===== src/rtl/text_pkg.sv =====
// Shared character codes and score-line FSM states
// for the HUD text sources.
package text_pkg;
   localparam logic [6:0] CHAR_SPACE = 7'h20;
   localparam logic [6:0] CHAR_ZERO  = 7'h30;

   typedef enum logic [1:0] {
      IDLE,
      CONVERT,
      COMMIT
   } score_state_t;
endpackage


===== src/rtl/bin2bcd_seq.sv =====
// Sequential double-dabble: one add-3/shift step per clock,
// SCORE_W steps per conversion.
module bin2bcd_seq #(
   parameter int SCORE_W = 16,
   parameter int DIGITS  = 5
) (
   input  logic                  clk,
   input  logic                  rst,
   input  logic                  start,
   input  logic [SCORE_W-1:0]    bin_in,
   output logic                  busy,
   output logic                  done,
   output logic [DIGITS*4-1:0]   bcd
);
   localparam int CW = (SCORE_W > 1) ? $clog2(SCORE_W) : 1;

   logic [SCORE_W-1:0]  bin_q;
   logic [CW-1:0]       cnt;
   logic [DIGITS*4-1:0] adj;

   always_comb begin
      adj = bcd;
      for (int i = 0; i < DIGITS; i++) begin
         if (bcd[4*i +: 4] >= 4'd5)
            adj[4*i +: 4] = bcd[4*i +: 4] + 4'd3;
      end
   end

   // high during the last shift step
   assign done = busy && (cnt == CW'(SCORE_W-1));

   always_ff @(posedge clk) begin
      if (rst) begin
         busy  <= 1'b0;
         cnt   <= '0;
         bin_q <= '0;
         bcd   <= '0;
      end else if (start && !busy) begin
         busy  <= 1'b1;
         cnt   <= '0;
         bin_q <= bin_in;
         bcd   <= '0;
      end else if (busy) begin
         {bcd, bin_q} <= {adj[DIGITS*4-2:0], bin_q, 1'b0};
         cnt <= cnt + CW'(1);
         if (done)
            busy <= 1'b0;
      end
   end
endmodule


===== src/rtl/score_char_buffer.sv =====
// HUD score line text source: label, converted score digits,
// double-buffered, 1-cycle registered char lookup.
module score_char_buffer
   import text_pkg::*;
#(
   parameter int SIZE_X    = 16,
   parameter int SIZE_Y    = 1,
   parameter int LABEL_LEN = 6,
   parameter logic [8*LABEL_LEN-1:0] LABEL = "SCORE:",
   parameter int SCORE_W   = 16,
   parameter int DIGITS    = 5,
   parameter int DIGIT_COL = 8,
   parameter bit BLANK_LZ  = 1'b1
) (
   input  logic                        clk,
   input  logic                        rst,
   input  logic                        score_valid,
   input  logic [SCORE_W-1:0]          score,
   output logic                        score_ready,
   output logic                        update_done,
   input  logic [$clog2(SIZE_X+1)-1:0] char_x,
   input  logic [$clog2(SIZE_Y+1)-1:0] char_y,
   output logic [6:0]                  char_code
);
   localparam int XW = $clog2(SIZE_X+1);
   localparam int YW = $clog2(SIZE_Y+1);

   score_state_t        state;
   logic [DIGITS*4-1:0] shown;
   logic [DIGITS*4-1:0] conv_bcd;
   logic                conv_busy;
   logic                conv_done;
   logic                hs;

   assign score_ready = (state == IDLE) && !rst;
   assign hs          = score_valid && score_ready;

   bin2bcd_seq #(
      .SCORE_W (SCORE_W),
      .DIGITS  (DIGITS)
   ) u_conv (
      .clk    (clk),
      .rst    (rst),
      .start  (hs),
      .bin_in (score),
      .busy   (conv_busy),
      .done   (conv_done),
      .bcd    (conv_bcd)
   );

   always_ff @(posedge clk) begin
      if (rst) begin
         state       <= IDLE;
         shown       <= '0;
         update_done <= 1'b0;
      end else begin
         update_done <= 1'b0;
         unique case (state)
            IDLE:
               if (hs) state <= CONVERT;
            CONVERT:
               if (conv_done)      state <= COMMIT;
               else if (!conv_busy) state <= IDLE;
            COMMIT: begin
               shown       <= conv_bcd;
               update_done <= 1'b1;
               state       <= IDLE;
            end
            default: state <= IDLE;
         endcase
      end
   end

   logic              in_rng, is_lbl, is_dig, seen;
   logic [6:0]        lbl_chr, dig_chr, nxt;
   logic [DIGITS-1:0] lz;

   always_comb begin
      in_rng = (char_x < XW'(SIZE_X)) && (char_y < YW'(SIZE_Y));
      is_lbl = in_rng && (char_y == '0) && (char_x < XW'(LABEL_LEN));
      is_dig = in_rng && (char_y == '0)
               && (char_x >= XW'(DIGIT_COL))
               && (char_x < XW'(DIGIT_COL + DIGITS));

      lbl_chr = CHAR_SPACE;
      for (int k = 0; k < LABEL_LEN; k++) begin
         if (char_x == XW'(k))
            lbl_chr = LABEL[8*(LABEL_LEN-1-k) +: 7];
      end

      // digit 0 is the most significant; last digit never blanked
      seen = 1'b0;
      lz   = '0;
      for (int i = 0; i < DIGITS; i++) begin
         if (shown[4*(DIGITS-1-i) +: 4] != 4'd0) seen = 1'b1;
         lz[i] = BLANK_LZ && !seen && (i != DIGITS-1);
      end

      dig_chr = CHAR_SPACE;
      for (int i = 0; i < DIGITS; i++) begin
         if (char_x == XW'(DIGIT_COL + i))
            dig_chr = lz[i] ? CHAR_SPACE
                    : CHAR_ZERO + {3'b000, shown[4*(DIGITS-1-i) +: 4]};
      end

      unique case (1'b1)
         is_lbl:  nxt = lbl_chr;
         is_dig:  nxt = dig_chr;
         default: nxt = CHAR_SPACE;
      endcase
   end

   always_ff @(posedge clk) begin
      if (rst) char_code <= 7'h00;
      else     char_code <= nxt;
   end
endmodule


===== config.mk =====
export PLATFORM = sky130hd
export DESIGN_NAME = score_char_buffer
export DESIGN_NICKNAME = d
export VERILOG_FILES = /design/src/rtl/text_pkg.sv /design/src/rtl/bin2bcd_seq.sv /design/src/rtl/score_char_buffer.sv
export SDC_FILE = /design/constraint.sdc
export NUM_CORES = 1
export LEC_CHECK = 0
export CORE_MARGIN = 5
export CORE_UTILIZATION = 57
export CTS_BUF_LIST = sky130_fd_sc_hd__clkbuf_8 sky130_fd_sc_hd__clkbuf_16
export DETAILED_ROUTE_END_ITERATION = 8
export PLACE_DENSITY = 0.85
export REMOVE_ABC_BUFFERS = 1
export SYNTH_ARGS = -nofsm -noshare
export SYNTH_HDL_FRONTEND = slang
export SYNTH_SLANG_ARGS = --single-unit

===== constraint.sdc =====
create_clock -name clk -period 2.11 [get_ports clk]
set_input_delay 0.633 -clock clk [delete_from_list [all_inputs] [get_ports clk]]
set_output_delay 0.633 -clock clk [all_outputs]
set_load 0.005 [all_outputs]

# Word-level counts from Yosys, hierarchy flattened
# Index checks and enable logic that the tools add are counted.
dict set report word_totals {
  inputBits 25
  register_bits 71
  wordCells 100
  output_inout_bits 9
}
dict set report classes {
  addsub 11
  mux 35
  reduce_logical 20
  n_bitwise 1
  magnitude_cmp 10
  n_eq_ne 15
}
# op count
set op_table {}
lappend op_table {{two-way mux 7 bit} 15}
lappend op_table {{adder 6 x 4 -> 7 bit, first input constant} 5}
lappend op_table {{two-way mux 16 bit} 2}
lappend op_table {{== test 5 x 4 -> 1 bit, second input constant} 5}
lappend op_table {{greater-or-equal comparator 4 x 3 -> 1 bit, second input constant} 5}
lappend op_table {{adder 4 x 2 -> 4 bit, second input constant} 4}
lappend op_table {{two-way mux 4 bit} 4}
lappend op_table {{nonzero test 4 bit} 4}
lappend op_table {{case mux 7 bit (2 select lines)} 1}
lappend op_table {{== test 5 x 2 -> 1 bit, second input constant} 2}
lappend op_table {{== test 5 x 3 -> 1 bit, second input constant} 2}
lappend op_table {{logical AND 1 bit} 9}
lappend op_table {{two-way mux 1 bit} 8}
lappend op_table {{two-way mux 2 bit} 3}
lappend op_table {{== test 5 x 1 -> 1 bit, second input constant} 1}
lappend op_table {{greater-or-equal comparator 5 x 4 -> 1 bit, second input constant} 1}
lappend op_table {{zero test 5 bit} 1}
lappend op_table {{< comparator 5 x 3 -> 1 bit, second input constant} 1}
lappend op_table {{< comparator 5 x 4 -> 1 bit, second input constant} 1}
lappend op_table {{< comparator 5 bit, second input constant} 1}
lappend op_table {{adder 4 x 1 -> 4 bit, second input constant} 1}
lappend op_table {{== test 4 bit, second input constant} 1}
lappend op_table {{case mux 2 bit (2 select lines)} 1}
lappend op_table {{adder 3 x 2 -> 3 bit, second input constant} 1}
lappend op_table {{12 further kinds} 13}

# Depth between registers and ports, before layout
# Gate-level depths: netlist (run 1).
dict set report logic_depth {
  ltp_word 9
  ltp_mapped 8
  depth_no_buf 7
}

# Hierarchy
# A second synthesis (run 1) with hierarchy kept.
dict set report hier_totals {
  cells_unflattened 408
  area_unflattened_um2 3392.0
}
# mod n_inst cells_per_inst area_each_um2 seq_area_each_um2
set modules_own_cells {}
lappend modules_own_cells {bin2bcd_seq 1 240 2045.7 820.8}
lappend modules_own_cells {score_char_buffer 1 168 1346.3 600.6}

# Worst setup path after synthesis (run 1)
# OpenSTA, ideal clock, no wires.
dict set report synth_path {
  path_kind {input -> register}
  start {input rst}
  end {register u_conv.bin_q[5]}
  stages 8
  t_arrival_ns 1.785
  setup_slack_ns 0.198
  setup_ns 0.128
  path_buffers 3
  required_ns 1.982
  path_cell_list {buf_4 nor3_4 and2_4 buf_6 buf_12 mux2_4 mux2i_1 nor2_1}
}
dict set report synth_between {
  elab_chain_cells 5
  elab_cells_between_ends 6
  cone_classes {mux: 1; reduce/logical: 5}
}
# element line
set synth_rtl {}
lappend synth_rtl {{from (decl)} score_char_buffer.sv:16} ;# input logic rst,
lappend synth_rtl {{zero test 1 bit (*)} score_char_buffer.sv:35} ;# assign score_ready = (state == IDLE) && !rst;
lappend synth_rtl {{logical AND 1 bit (*)} score_char_buffer.sv:35}
lappend synth_rtl {{named net score_ready} score_char_buffer.sv:19} ;# output logic score_ready,
lappend synth_rtl {{logical AND 1 bit (*)} score_char_buffer.sv:36} ;# assign hs = score_valid && score_ready;
lappend synth_rtl {{logical AND 1 bit (*)} bin2bcd_seq.sv:38} ;# end else if (start && !busy) begin
lappend synth_rtl {{two-way mux 16 bit or nonzero test 2 bit (tied branches)} --}
lappend synth_rtl {{to (signal assigned)} bin2bcd_seq.sv:41} ;# bin_q <= bin_in;
lappend synth_rtl {{to (signal assigned)} bin2bcd_seq.sv:44} ;# {bcd, bin_q} <= {adj[DIGITS*4-2:0], bin_q, 1'b0};
lappend synth_rtl {{to (decl)} bin2bcd_seq.sv:17} ;# logic [SCORE_W-1:0] bin_q;
# Mark *: on every way through the listed nets, which the timed path passes. The rest lies on a longest branch.
# A chain may end at the register's enable or synchronous reset.

# Worst setup path after layout (run 1)
dict set report layout_path {
  start {input rst}
  end {output score_ready}
}
dict set report layout_between {
  elab_chain_cells 2
}
# element line
set layout_rtl {}
lappend layout_rtl {{zero test 1 bit} score_char_buffer.sv:35}
lappend layout_rtl {{logical AND 1 bit} score_char_buffer.sv:35}
lappend layout_rtl {{to (decl)} score_char_buffer.sv:19}
# Every way passes these cells.

==> flow_summary.json, run 1 <==
{
  "power_leakage_nw": 1.558,
  "maxSlewHeadroom_pct": 54.91,
  "hold_viol": 0,
  "setup_ws_ps": 181.0,
  "n_fill_cell": 435,
  "cp_common_cell": "dlygate4sd2_1",
  "fp.coreArea_um2": 5921,
  "crit_required_ps": 1480,
  "ant_nets": 0,
  "switching_share_pct": 23.24,
  "r2r_end": "u_conv.bin_q[12]",
  "r2r_cells": 6,
  "overflow": 0,
  "synth_compound_area_share_pct": 13.23,
  "synthMuxAreaShare_pct": 15.15,
  "cts_tree": "done",
  "first_iter_violations": 179,
  "tns_ps": 0,
  "yosys.area.top_type": "dfxtp_1",
  "p_per_area_nw_per_um2": 693.6,
  "ys_async_sr_fraction_pct": 0,
  "num-nets-final": 475,
  "drt-pass1-iter-count": 4,
  "worst_pin_slew_ps": 676.3,
  "status": "complete, no violations",
  "net-switching-power_mw": 0.6713,
  "cts-root-buf": "clkbuf_8",
  "crit_slowest_cell": "dlygate4sd2_1",
  "htreeDepth": 3,
  "synth_xor_area_share_pct": 3.290,
  "post-route-min-period_ps": 1929,
  "critPathBufInv": 2,
  "synth_cell_types": 42,
  "die-area_um2": 7730,
  "synthAdderAreaFrac_pct": 3.977,
  "hold_end": "shown[8]",
  "ios": 34,
  "ys_seq_area_share_pct": 41.07,
  "fmax_mhz": 518.4,
  "drv_slew": 0,
  "floorplan.initialDensity_pct": 58.45,
  "drc": 0,
  "avgViaCountPerCell": 5.526,
  "hold_ws_ps": 469.5,
  "critPathLaunchType": "input pin",
  "cp_top_family": "buffers and inverters",
  "pwr-share-clk_pct": 42.0,
  "grt_pass1_wl_um": 13160,
  "cts_buffers": 9,
  "die_w_um": 87.92,
  "clock-sinks": 71,
  "dpl_worst_slack_ps": -310.9,
  "syn-cell-area_um2": 3461,
  "routedWlPerCell_um": 14.54,
  "end_kind": "output pin",
  "skew_ps": 9.102,
  "syn_to_final_growth_pct": 20.35,
  "hold_path_class": "reg -> reg",
  "grt_max_degree": 44,
  "ys_ff_latch": 71,
  "comb_power_share_pct": 9.9,
  "layout.cells.most_common_list": "70 x dfxtp_1, 55 x nand2_1, 41 x a21oi_1, 40 x nor2_1, 31 x clkdlybuf4s50_1",
  "post_cts_buffers": 0,
  "syn_avg_cell_area_um2": 8.739,
  "critPathMaxFanout": 2,
  "synthSimpleGateAreaFrac_pct": 18.33,
  "vias": 2868,
  "final_cells": 519,
  "yosys_warnings": 0,
  "hpwl_um": 5180,
  "setup_violations": 0,
  "p_int_mw": 2.218,
  "rsz0062_at_grt": "no",
  "critPathArrivalTime_ps": 1300,
  "maxCapViolCount": 0,
  "ir_worst_vdd_mv": 0.4732,
  "hold_depth": 2,
  "critical_path_class": "in -> out",
  "cp.depth": 3,
  "rows": 28,
  "hold_buffers": 0,
  "period_share_pct": 91.42,
  "wirelength_um": 7545,
  "port_buffers": 33,
  "ys.flop_type": "dfxtp_1",
  "globalplace.congestion": 0.8601,
  "n_antenna_cell": 0,
  "crit_chain": "dlygate4sd2_1 -> nor3_4 -> dlygate4sd2_1",
  "r2r_setup_slack_ps": 390,
  "synth_top_family_by_area": "simple AND/OR/NAND/NOR gates",
  "clk-insertion-delay-late_ps": 350,
  "min_from": "shown[8]",
  "track_usage_pct": 21.76,
  "rr_startpoint": "state[0]",
  "final_util_pct": 70.35,
  "placed_cells": 503,
  "slowest_delay_ps": 280,
  "yosysTopAreaCellShare_pct": 41.07,
  "grt_pass1_vias": 2834,
  "cts.path.max_buffers": 2,
  "synth_edf_count": 0,
  "drive_gt1_share_pct": 13.06,
  "layout_commonest_cell": "dfxtp_1",
  "pwr-share-seq_pct": 48.1,
  "synthCells": 396,
  "dieHeight_um": 87.92,
  "antenna_found_initial": 0,
  "netlist_top_cells_area": "dfxtp_1 41%, mux2i_1 8.1%, nand2_1 6.0%",
  "clk_pin_slew_ps": 70
}
state kept, by name, summed over array words and instances, names as in the netlist:
name,cells
u_conv.busy,1
shown,20
char_code,7
u_conv.bcd,20
u_conv.bin_q,16
state,2
u_conv.cnt,4
update_done,1
power by group through the flow:
stage | logic [mW] | clock network, mW | registers, mW
6_report | 0.287 | 1.21 | 1.39
5_1_grt | 0.312 | 1.30 | 1.39
4_1_cts | 0.286 | 1.22 | 1.39
3_5_place_dp | 0.285 | 0 | 1.42
3_3_place_gp | 0.275 | 0 | 1.42
2_1_floorplan | 0.131 | 0 | 1.43
per-stage QoR:
| stage | instance area [µm²] | total power [mW] |
|---|---|---|
| detailed placement | 3945 | 1.705 |
| global placement | 3945 | 1.694 |
| global route | 4165 | 3.005 |
| finish | 4165 | 2.889 |
| CTS | 4165 | 2.898 |
| floorplan | 3334 | 1.556 |
synthesized netlist by cell type (3+ instances only):
library cell and number:
a21o_1 4, nand4_1 3, dfxtp_1 71, buf_2 7
nor4_1 3, nor2_1 40, nand2b_1 14, inv_1 12
nor3_1 3, mux2_4 8, nand2_1 55, nor2b_1 3
ha_1 11, xnor2_1 11, o21ai_0 18, nand3_1 13
a21oi_1 41, o211ai_1 6, clkbuf_1 13, mux2i_1 28
mux2_2 7
worst max-delay path by stage:
| stage | startpoint | endpoint |
|---|---|---|
| after floorplan | u_conv.busy | u_conv.bcd[10] |
| after global placement | rst | score_ready |
| after detailed placement | rst | u_conv.bin_q[11] |
| after CTS | rst | score_ready |
| after global routing | char_x[0] | char_code[1] |
| final | rst | score_ready |
metal layers:
| layer | wire length, µm | GRT usage (%) | up-vias |
|---|---|---|---|
| met3 | 406 | 6.115 | 9 |
| li1 | - | - | 1435 |
| met5 | 0 | 0 | - |
| met1 | 3371 | 28.01 | 1351 |
| met4 | 101 | 8.089 | 0 |
| met2 | 3666 | 34.79 | 73 |
kinds of logic (layout without fill, tap and decap cells):
family,Yosys count,in the layout
AOI/OAI and AO/OA,80,80
xor gates and xnor gates,13,13
adders and majority gates,11,11
buffers and inverters,36,84
DFF,71,71
muxes,45,45
and+or+nand+nor,140,140
cell type report:
type                       instances  area, µm²  share of cell area [%]
multi-input combinational        289       1868                   44.85
sequential                        71       1423                   34.15
timing repair buffer              56      513.0                   12.32
clock buffer                      10      137.6                   3.304
tap                               75      93.84                   2.253
clock inverter                     6      85.08                   2.043
inverter                          12      45.04                   1.081
repair_timing:
item / CTS / global route
resized for setup: 2 / 1
cloned: 0 / 0
setup endpoints to repair: 1 / 1
tightest hold or removal path: cells and delay by family (launching register included):
kind | cells | cell delay [ps]
flops | 1 | 320
compound gates | 1 | 50
simple gates | 1 | 50
No activity file was read; power rests on OpenSTA's default activity.
==> run 2, diff against run 1 <==
--- a/config.mk
+++ b/config.mk
@@ -14,3 +14,4 @@
 export SYNTH_ARGS = -nofsm -noshare
 export SYNTH_HDL_FRONTEND = slang
 export SYNTH_SLANG_ARGS = --single-unit
+export TNS_END_PERCENT = 10
==> results of run 2 <==
No change in the layout: final DEF, timing and power equal those of run 1.
==> run 3, diff against run 2 <==
--- a/config.mk
+++ b/config.mk
@@ -5,11 +5,14 @@
 export SDC_FILE = /design/constraint.sdc
 export NUM_CORES = 1
 export LEC_CHECK = 0
+export CELL_PAD_IN_SITES_DETAIL_PLACEMENT = 2
+export CELL_PAD_IN_SITES_GLOBAL_PLACEMENT = 2
 export CORE_MARGIN = 5
-export CORE_UTILIZATION = 57
+export CORE_UTILIZATION = 35
 export CTS_BUF_LIST = sky130_fd_sc_hd__clkbuf_8 sky130_fd_sc_hd__clkbuf_16
 export DETAILED_ROUTE_END_ITERATION = 8
-export PLACE_DENSITY = 0.85
+export PLACE_DENSITY = 0.84
+export RECOVER_POWER = 25
 export REMOVE_ABC_BUFFERS = 1
 export SYNTH_ARGS = -nofsm -noshare
 export SYNTH_HDL_FRONTEND = slang
==> run 3 against run 2 <==
  * Cell area is 1.9% higher
  * Count of clock-buffer cells in the layout unchanged
  * Global-route usage down 3.5 points
  * Die area rose by 55%
  * Sequential power hardly changed
  * Core utilization shrank 27 points
  * Final cell count grew 11%
  * Hold slack better by 7.3 ps
  * First-iteration DRC count fell by 49%
  * Via count rose by 3.2%
==> flow_summary.json, run 3 (synthesis gave the netlist of run 1 again) <==
{
  "rows": 36,
  "first_iter_violations": 92,
  "die-area_um2": 11980,
  "period_share_pct": 96.13,
  "critical_path_class": "in -> reg",
  "grt_pass1_vias": 3355,
  "slowest_delay_ps": 510,
  "layout_commonest_cell": "dfxtp_1",
  "maxSlewHeadroom_pct": 50.80,
  "drv_slew": 0,
  "clk-insertion-delay-late_ps": 350,
  "floorplan.initialDensity_pct": 35.57,
  "crit_slowest_cell": "clkdlybuf4s50_1",
  "drive_gt1_share_pct": 13.54,
  "p_per_area_nw_per_um2": 666.0,
  "wirelength_um": 10300,
  "ir_worst_vdd_mv": 0.3063,
  "n_antenna_cell": 0,
  "hold_viol": 0,
  "final_util_pct": 43.61,
  "antenna_found_initial": 0,
  "placed_cells": 560,
  "finalPower_mw": 2.826,
  "critPathArrivalTime_ps": 2290,
  "status": "complete, no violations",
  "die_w_um": 109.4,
  "cts_buffers": 9,
  "routedWlPerCell_um": 17.87,
  "track_usage_pct": 18.25,
  "tns_ps": 0,
  "hold_ws_ps": 476.9,
  "crit_required_ps": 2370,
  "hpwl_um": 7192,
  "cp_top_family": "buffers and inverters",
  "placed_area_um2": 4035,
  "critPathLaunchType": "input pin",
  "critPathBufInv": 2,
  "num-nets-final": 474,
  "grt_pass1_wl_um": 17060,
  "multi_input_area_um2": 1872,
  "drc": 0,
  "layout.cells.most_common_list": "70 x dfxtp_1, 55 x nand2_1, 41 x a21oi_1, 39 x nor2_1, 31 x clkdlybuf4s50_1",
  "maxCapViolCount": 0,
  "avgViaCountPerCell": 5.137,
  "setup_violations": 0,
  "cp.depth": 6,
  "n_fill_cell": 1090,
  "crit_chain": "clkdlybuf4s50_1 -> buf_4 -> o21ai_0 -> and3_2 -> o2111ai_1 -> a21oi_1",
  "r2r_cells": 6,
  "fmax_mhz": 493.0,
  "top_regs": "shown (20), u_conv.bcd (20), u_conv.bin_q (16)",
  "grt_max_degree": 44,
  "syn_to_final_growth_pct": 22.60,
  "cts.path.max_buffers": 2,
  "cts-root-buf": "clkbuf_8",
  "overflow": 0,
  "vias": 2959,
  "finalInstanceArea_um2": 4243,
  "clock-sinks": 71,
  "cts_tree": "done",
  "dpl_worst_slack_ps": -338.0,
  "power_leakage_nw": 1.538,
  "ios": 34,
  "htreeDepth": 3,
  "dieHeight_um": 109.4,
  "drt-pass1-iter-count": 4,
  "final_cells": 576,
  "setup_ws_ps": 81.69,
  "clk_pin_slew_ps": 80,
  "end_kind": "flip-flop",
  "rsz0062_at_grt": "no",
  "port_buffers": 33,
  "hold_depth": 2,
  "post-route-min-period_ps": 2028,
  "seq_area_um2": 1423,
  "globalplace.congestion": 0.7859,
  "skew_ps": 10.41,
  "critPathMaxFanout": 14,
  "fp.coreArea_um2": 9729,
  "hold_path_class": "reg -> reg",
  "worst_pin_slew_ps": 738.0,
  "ant_nets": 0
}
[run 3: changes by cell type in the layout (fill, tap and decap cells not counted), sizes merged]
cell / previous run / this run
buf: 23 / 21
bufinv: 2 / 1
clkbuf: 10 / 11
clkinv: 2 / 0
clkinvlp: 1 / 4
[run 3: worst register-to-register path, cell delays in order, from the launching register on]
cell      delay, ps
dfxtp_1         380
nor3_4          200
clkbuf_4        160
and2_4          320
mux2_4          330
mux2i_1         190
nor2_1           80
[run 3: metal layers]
| layer | vias up | part of all wire, % | GRT usage (%) | wire [µm] |
|---|---|---|---|---|
| li1 | 1434 | - | - | - |
| met4 | 0 | 1.5 | 5.521 | 151 |
| met5 | - | 0 | 0 | 0 |
| met2 | 40 | 52 | 33.48 | 5397 |
| met3 | 13 | 2.6 | 3.582 | 270 |
| met1 | 1472 | 43 | 21.29 | 4475 |
[run 3: worst paths after layout]
kind         slack (ps)          endpoint      startpoint
min reg2reg         480         shown[17]  u_conv.bcd[17]
min                 480         shown[17]  u_conv.bcd[17]
max reg2reg         340  u_conv.bin_q[15]        state[0]
max                  80      char_code[2]       char_x[0]
[run 3: final cells by class]
cell class                      instances  area share [%]
Timing Repair Buffer                   55           12.50
Clock buffer                           10           3.244
Inverter                               12           1.062
Sequential cell                        71           33.53
Tap cell                              133           3.922
Multi-Input combinational cell        289           44.12
Clock inverter                          6           1.622
[run 3: report_power, final]
part	leakage (nW)	internal (mW)	switching (mW)
sequential	0.575	1.36	0.0262
combinational	0.872	0.164	0.141
clock	0.0912	0.582	0.550
total	1.54	2.11	0.716
[run 3: repair_timing]
item | in CTS | in global routing
endpoints found under the hold margin | 0 | 0
hold buffers | 0 | 0
setup buffers | 0 | 0
gates resized for setup | 3 | 2
gates cloned | 0 | 0
setup endpoints to repair | 2 | 3
